`src/rtl/pipe_hazard_ctrl.sv`:
```
// Hazard/sequencing controller for the 5-stage RISC-V pipeline: PC select, stage enables/flushes,
// forwarding selects and a watchdogged MDU sequencer. Optional perf counters under PIPE_HAZARD_PERF_EN.
module pipe_hazard_ctrl #(
  parameter int REG_AW      = 5,
  parameter int MDU_MAX_CYC = 40
) (
  input  logic              clk,
  input  logic              rst_n,
  input  logic [REG_AW-1:0] id_rs1,
  input  logic [REG_AW-1:0] id_rs2,
  input  logic              id_use_rs1,
  input  logic              id_use_rs2,
  input  logic [REG_AW-1:0] ex_rd,
  input  logic              ex_mem_read,
  input  logic              ex_mdu_op,
  input  logic              ex_redirect,
  input  logic [REG_AW-1:0] ex_rs1,
  input  logic [REG_AW-1:0] ex_rs2,
  input  logic [REG_AW-1:0] mem_rd,
  input  logic [REG_AW-1:0] wb_rd,
  input  logic              mem_reg_write,
  input  logic              wb_reg_write,
  input  logic              mdu_done,
  output logic              pc_sel,
  output logic              pc_en,
  output logic              if_id_en,
  output logic              id_ex_en,
  output logic              if_id_flush,
  output logic              id_ex_flush,
  output logic [1:0]        fwd_a_sel,
  output logic [1:0]        fwd_b_sel,
  output logic              mdu_start,
  output logic              mdu_err
`ifdef PIPE_HAZARD_PERF_EN
  ,
  output logic [31:0]       perf_stall_cyc,
  output logic [31:0]       perf_flush_cnt,
  output logic [31:0]       perf_mdu_cnt
`endif
);

  localparam int CNT_W = (MDU_MAX_CYC > 2) ? $clog2(MDU_MAX_CYC) : 1;
  localparam logic [CNT_W-1:0] CNT_LAST = CNT_W'(MDU_MAX_CYC - 1);

  typedef enum logic [1:0] {
    S_RUN       = 2'd0,
    S_MDU_WAIT  = 2'd1,
    S_MDU_DRAIN = 2'd2
  } state_e;

  state_e           state_q, state_d;
  logic [CNT_W-1:0] cnt_q, cnt_d;
  logic             err_q, err_d;

  logic rs1_hit, rs2_hit, load_use, redirect_run;

  // x0 is hard-wired zero, so a write to it is never a real producer
  function automatic logic [1:0] fwd_sel(
    input logic [REG_AW-1:0] rs,
    input logic [REG_AW-1:0] m_rd,
    input logic              m_we,
    input logic [REG_AW-1:0] w_rd,
    input logic              w_we
  );
    logic [1:0] sel;
    sel = 2'b00;
    if (m_we && (m_rd != '0) && (m_rd == rs))
      sel = 2'b01;
    else if (w_we && (w_rd != '0) && (w_rd == rs))
      sel = 2'b10;
    return sel;
  endfunction

  assign rs1_hit      = id_use_rs1 && (id_rs1 == ex_rd);
  assign rs2_hit      = id_use_rs2 && (id_rs2 == ex_rd);
  assign load_use     = ex_mem_read && (ex_rd != '0) && (rs1_hit || rs2_hit);
  assign redirect_run = ex_redirect && !ex_mdu_op;

  always_ff @(posedge clk or negedge rst_n) begin
    if (!rst_n) begin
      state_q <= S_RUN;
      cnt_q   <= '0;
      err_q   <= 1'b0;
    end else begin
      state_q <= state_d;
      cnt_q   <= cnt_d;
      err_q   <= err_d;
    end
  end

  always_comb begin
    state_d = state_q;
    cnt_d   = cnt_q;
    err_d   = err_q;
    unique case (state_q)
      S_RUN: begin
        cnt_d = '0;
        if (ex_mdu_op) state_d = S_MDU_WAIT;
      end
      S_MDU_WAIT: begin
        if (mdu_done) begin
          state_d = S_MDU_DRAIN;
        end else if (cnt_q == CNT_LAST) begin
          err_d   = 1'b1;
          state_d = S_MDU_DRAIN;
        end else begin
          cnt_d = cnt_q + 1'b1;
        end
      end
      S_MDU_DRAIN: begin
        cnt_d   = '0;
        state_d = S_RUN;
      end
      default: begin
        cnt_d   = '0;
        state_d = S_RUN;
      end
    endcase
  end

  // Outputs are forced to their reset values combinationally so they respond to rst_n at once
  always_comb begin
    pc_sel      = 1'b0;
    pc_en       = 1'b0;
    if_id_en    = 1'b0;
    id_ex_en    = 1'b0;
    if_id_flush = 1'b1;
    id_ex_flush = 1'b1;
    mdu_start   = 1'b0;
    fwd_a_sel   = 2'b00;
    fwd_b_sel   = 2'b00;
    if (rst_n) begin
      if_id_flush = 1'b0;
      id_ex_flush = 1'b0;
      fwd_a_sel   = fwd_sel(ex_rs1, mem_rd, mem_reg_write, wb_rd, wb_reg_write);
      fwd_b_sel   = fwd_sel(ex_rs2, mem_rd, mem_reg_write, wb_rd, wb_reg_write);
      unique case (state_q)
        S_RUN: begin
          if (ex_mdu_op) begin
            mdu_start = 1'b1;
          end else if (redirect_run) begin
            pc_sel      = 1'b1;
            pc_en       = 1'b1;
            if_id_en    = 1'b1;
            id_ex_en    = 1'b1;
            if_id_flush = 1'b1;
            id_ex_flush = 1'b1;
          end else if (load_use) begin
            id_ex_en    = 1'b1;
            id_ex_flush = 1'b1;
          end else begin
            pc_en    = 1'b1;
            if_id_en = 1'b1;
            id_ex_en = 1'b1;
          end
        end
        S_MDU_WAIT: begin
        end
        S_MDU_DRAIN: begin
          pc_en    = 1'b1;
          if_id_en = 1'b1;
          id_ex_en = 1'b1;
        end
        default: begin
        end
      endcase
    end
  end

  assign mdu_err = err_q;

`ifdef PIPE_HAZARD_PERF_EN
  logic [31:0] stall_q, flush_q, mdu_q;
  logic        redirect_evt;

  assign redirect_evt = (state_q == S_RUN) && redirect_run;

  always_ff @(posedge clk or negedge rst_n) begin
    if (!rst_n) begin
      stall_q <= '0;
      flush_q <= '0;
      mdu_q   <= '0;
    end else begin
      if (!pc_en)       stall_q <= stall_q + 32'd1;
      if (redirect_evt) flush_q <= flush_q + 32'd1;
      if (mdu_start)    mdu_q   <= mdu_q + 32'd1;
    end
  end

  assign perf_stall_cyc = stall_q;
  assign perf_flush_cnt = flush_q;
  assign perf_mdu_cnt   = mdu_q;
`endif

endmodule

```
`config.mk`:
```
export PLATFORM = sky130hd
export DESIGN_NAME = pipe_hazard_ctrl
export DESIGN_NICKNAME = d
export VERILOG_FILES = /design/src/rtl/pipe_hazard_ctrl.sv
export SDC_FILE = /design/constraint.sdc
export NUM_CORES = 1
export LEC_CHECK = 0
export ABC_AREA = 1
export BUFFER_PORTS_ARGS = -buffer_cell sky130_fd_sc_hd__buf_2
export CORE_UTILIZATION = 45
export DETAILED_ROUTE_END_ITERATION = 8
export PLACE_DENSITY_LB_ADDON = 0.12
export SYNTH_ARGS = -nofsm -noshare
export SYNTH_HDL_FRONTEND = slang
export SYNTH_SLANG_ARGS = --single-unit
```
`constraint.sdc`:
```
create_clock -name clk -period 1.3 [get_ports clk]
set_input_delay 0.195 -clock clk [delete_from_list [all_inputs] [get_ports clk]]
set_output_delay 0.195 -clock clk [all_outputs]
set_load 0.02 [all_outputs]
```
==> flow_summary.toml <==
[routing]
drc = 0
drt_wl_total_mm = 3.511
drtAntennaViolNets = 0
routed_via_density = 5.000
drtPass1Iterations = 4
vias = 1395
wire_per_inst_um = 12.58
drtIter0Drc = 17

[die]
die-area_um2 = 2570
io_pins = 57
core-area_um2 = 2233
rows = 17
die_h_um = 50.70
start_util_pct = 47.79
die_w_um = 50.70

[setup_path]
crit_type = "reg2out"
critPathLaunchType = "flip-flop"
arrival_ns = 1.43
required_ns = 1.11
worst_path_most_repeated_cell = "nor2_2"
crit_path_end_kind = "primary output"
cp_max_fo = 2
crit_path_cell_trace = "nor2_1, inv_1, nor2_2, nand2_2, inv_2, nor2_2, a21oi_2, buf_4"
slowest_delay_ns = 0.37
critPathSlowestCell = "dfrtp_1"

[finish]
n_antenna_cell = 0
syn2layout_area_growth_pct = 71.39
instances_no_fill = 279
drive_gt1_share_pct = 47.81
final_area_um2 = 1829
fin_nets = 298

[sta]
fin_crit_ns = 1.628
worst_pin_slew_ns = 0.4279
fin_skew_ns = 0.005022
rsz0062_at_grt = "true"
report.final.slew_viol_count = 0
fin_crit_sh_pct = 125.3
slew_headroom_pct = 71.38
setup_viol = 9
worst_slack_ns = -0.3284
final_hold_viol_count = 0
fmax_ghz = 0.6141

[pwr]
leakage_nw = 0.9720
power_mw = 1.306
peakVddDrop_mv = 0.7096
powerDensity_nw_per_um2 = 713.9

[cts]
cts_inserted_buffers = 3
clock-root-buffer = "clkbuf_4"
cts.htree.levels = 1
clockBufferDepth = 2
clk_latency_ns = 0.26
cts_tree = "built"
clock_sinks = 9
clk_pin_slew_ns = 0.06

[yosys]
seq_area_frac_synth_pct = 21.10
synthCells = 178
ys.flop_type = "dfrtp_1"
synth.distinct_cells = 31
synth_area_per_cell_um2 = 5.996
synth_edf_count = 0
synth_area_um2 = 1067
yosysWarnings = 0
async_reset_ff_share_pct = 100.0
syn-num-nets = 224
synth_seq_cells = 9

[job]
max-cap-violations = 0

[global_routing]
grt_first_pass_wirelength_mm = 5.064
grt.total_usage_pct = 25.94
grt_pass1_vias = 1312
antenna_found_initial = 0
grt_overflow = 0
grt_max_degree = 10

[run_status]
failed_checks = "negative setup slack"
status = "finished with violations"

[place]
dp.cells = 269
portBuffers = 56
post_dp_cell_area_um2 = 1435
hpwl_mm = 2.407
gp_congestion = 0.8367

[hold_path]
hp-class = "in2reg"
power by group:
| group | internal (mW) | leakage, nW | switching (mW) | total [mW] |
|---|---|---|---|---|
| Clock | 0.118 | 0.0150 | 0.0980 | 0.216 |
| Sequential | 0.306 | 0.123 | 0.0201 | 0.326 |
| Combinational | 0.365 | 0.834 | 0.398 | 0.764 |
| Total | 0.790 | 0.972 | 0.516 | 1.31 |
Yosys cell counts, types with 2 or more instances:
library cell | count | area [um2]
a21oi_1 | 3 | 15.01
dfrtp_1 | 9 | 225.2
inv_1 | 31 | 116.4
nand2_1 | 54 | 202.7
nand2_2 | 3 | 18.77
nand3_1 | 9 | 45.04
nor2_1 | 21 | 78.83
nor3_1 | 5 | 25.02
nor3_2 | 2 | 20.02
nor3b_2 | 2 | 25.02
o21ai_0 | 2 | 10.01
o21ai_1 | 5 | 25.02
o31ai_1 | 2 | 15.01
xnor2_1 | 9 | 78.83
xor2_1 | 5 | 43.79
cells in the final DEF, fill, tap and decap left out, drive strengths merged:
cell type / count
xnor2: 9
a21oi: 4
xor2: 5
clkbuf: 4
nor2: 23
dlygate4sd3: 1
o21bai: 1
and3: 1
or2: 2
ha: 1
nand3: 9
dfrtp: 9
o31ai: 2
nand2: 57
inv: 32
o2111ai: 1
o22ai: 1
nor3b: 2
nand4: 2
o21ai: 7
a211oi: 1
nor3: 7
clkinv: 1
buf: 69
what timing repair did:
| action | in CTS | in global routing |
|---|---|---|
| buffers inserted | 3 | 3 |
| hold endpoints to repair | 9 | 0 |
| resized for setup | 26 | 59 |
| setup endpoints to repair | 10 | 16 |
| pin swaps | 12 | 20 |
| hold buffers | 1 | 0 |
worst paths after layout:
| check | start | endpoint | slack, ns | cells past startpoint |
|---|---|---|---|---|
| setup reg to reg | cnt_q[1] | cnt_q[0] | 0.04 | 9 |
| min in group asynchronous | rst_n | cnt_q[2] | 0.54 | 3 |
| hold reg to reg | mdu_err | mdu_err | 0.48 | 1 |
| setup / recovery | state_q[0] | pc_en | -0.33 | 8 |
| hold / removal | mdu_done | cnt_q[3] | 0.28 | 3 |
| max in group asynchronous | rst_n | cnt_q[5] | 0.46 | 3 |
metal layers:
layer	wire length, um	global-route usage, %	part of all wire, %
met1	1380	28.57	39
met2	1842	48.67	52
met3	221	4.848	6.3
met4	66	9.259	1.9
met5	0	0	0
worst max-delay path, delay by kind of cell (launching register included):
kind | cells | cell delay [ns]
AOI/OAI and AO/OA | 1 | 0.14
and+or+nand+nor | 4 | 0.37
DFF | 1 | 0.37
buffers and inverters | 3 | 0.29
metrics by stage:
stage / TNS, ns / util (%) / setup WS (ns) / hold WS [ns]
after global placement: -0.09493 / 64.26 / -0.04753 / 0.1554
after floorplan: -0.1819 / - / -0.1819 / -0.1006
after global routing: -2.654 / 81.90 / -0.4171 / 0.3057
after detailed placement: -0.1440 / 64.26 / -0.04981 / 0.1550
final: -1.941 / 81.90 / -0.3284 / 0.2797
after CTS: -1.344 / 70.48 / -0.2696 / 0.2804
area by class of cell:
type	count	area (um2)
clock buffers	4	26.28
fillers	148	404.1
inverters	33	130.1
multi-input cells	135	892.1
flip-flops and latches	9	225.2
well taps	28	35.03
repair buffers	70	520.5
cells by family (layout without fill, tap and decap cells):
group / Yosys count / after routing / share of synthesized area [%]
AOI/OAI and AO/OA: 17 / 17 / 9.730
xor gates and xnor gates: 14 / 14 / 11.49
adders and majority gates: 1 / 1 / 1.172
buffers and inverters: 34 / 107 / 12.43
DFF: 9 / 9 / 21.10
and+or+nand+nor: 103 / 103 / 44.08
registers in the layout, indices dropped and copies added, names as in the netlist:
register and count:
mdu_err 1, state_q 2, cnt_q 6
Power figures use the tool's default switching activity.
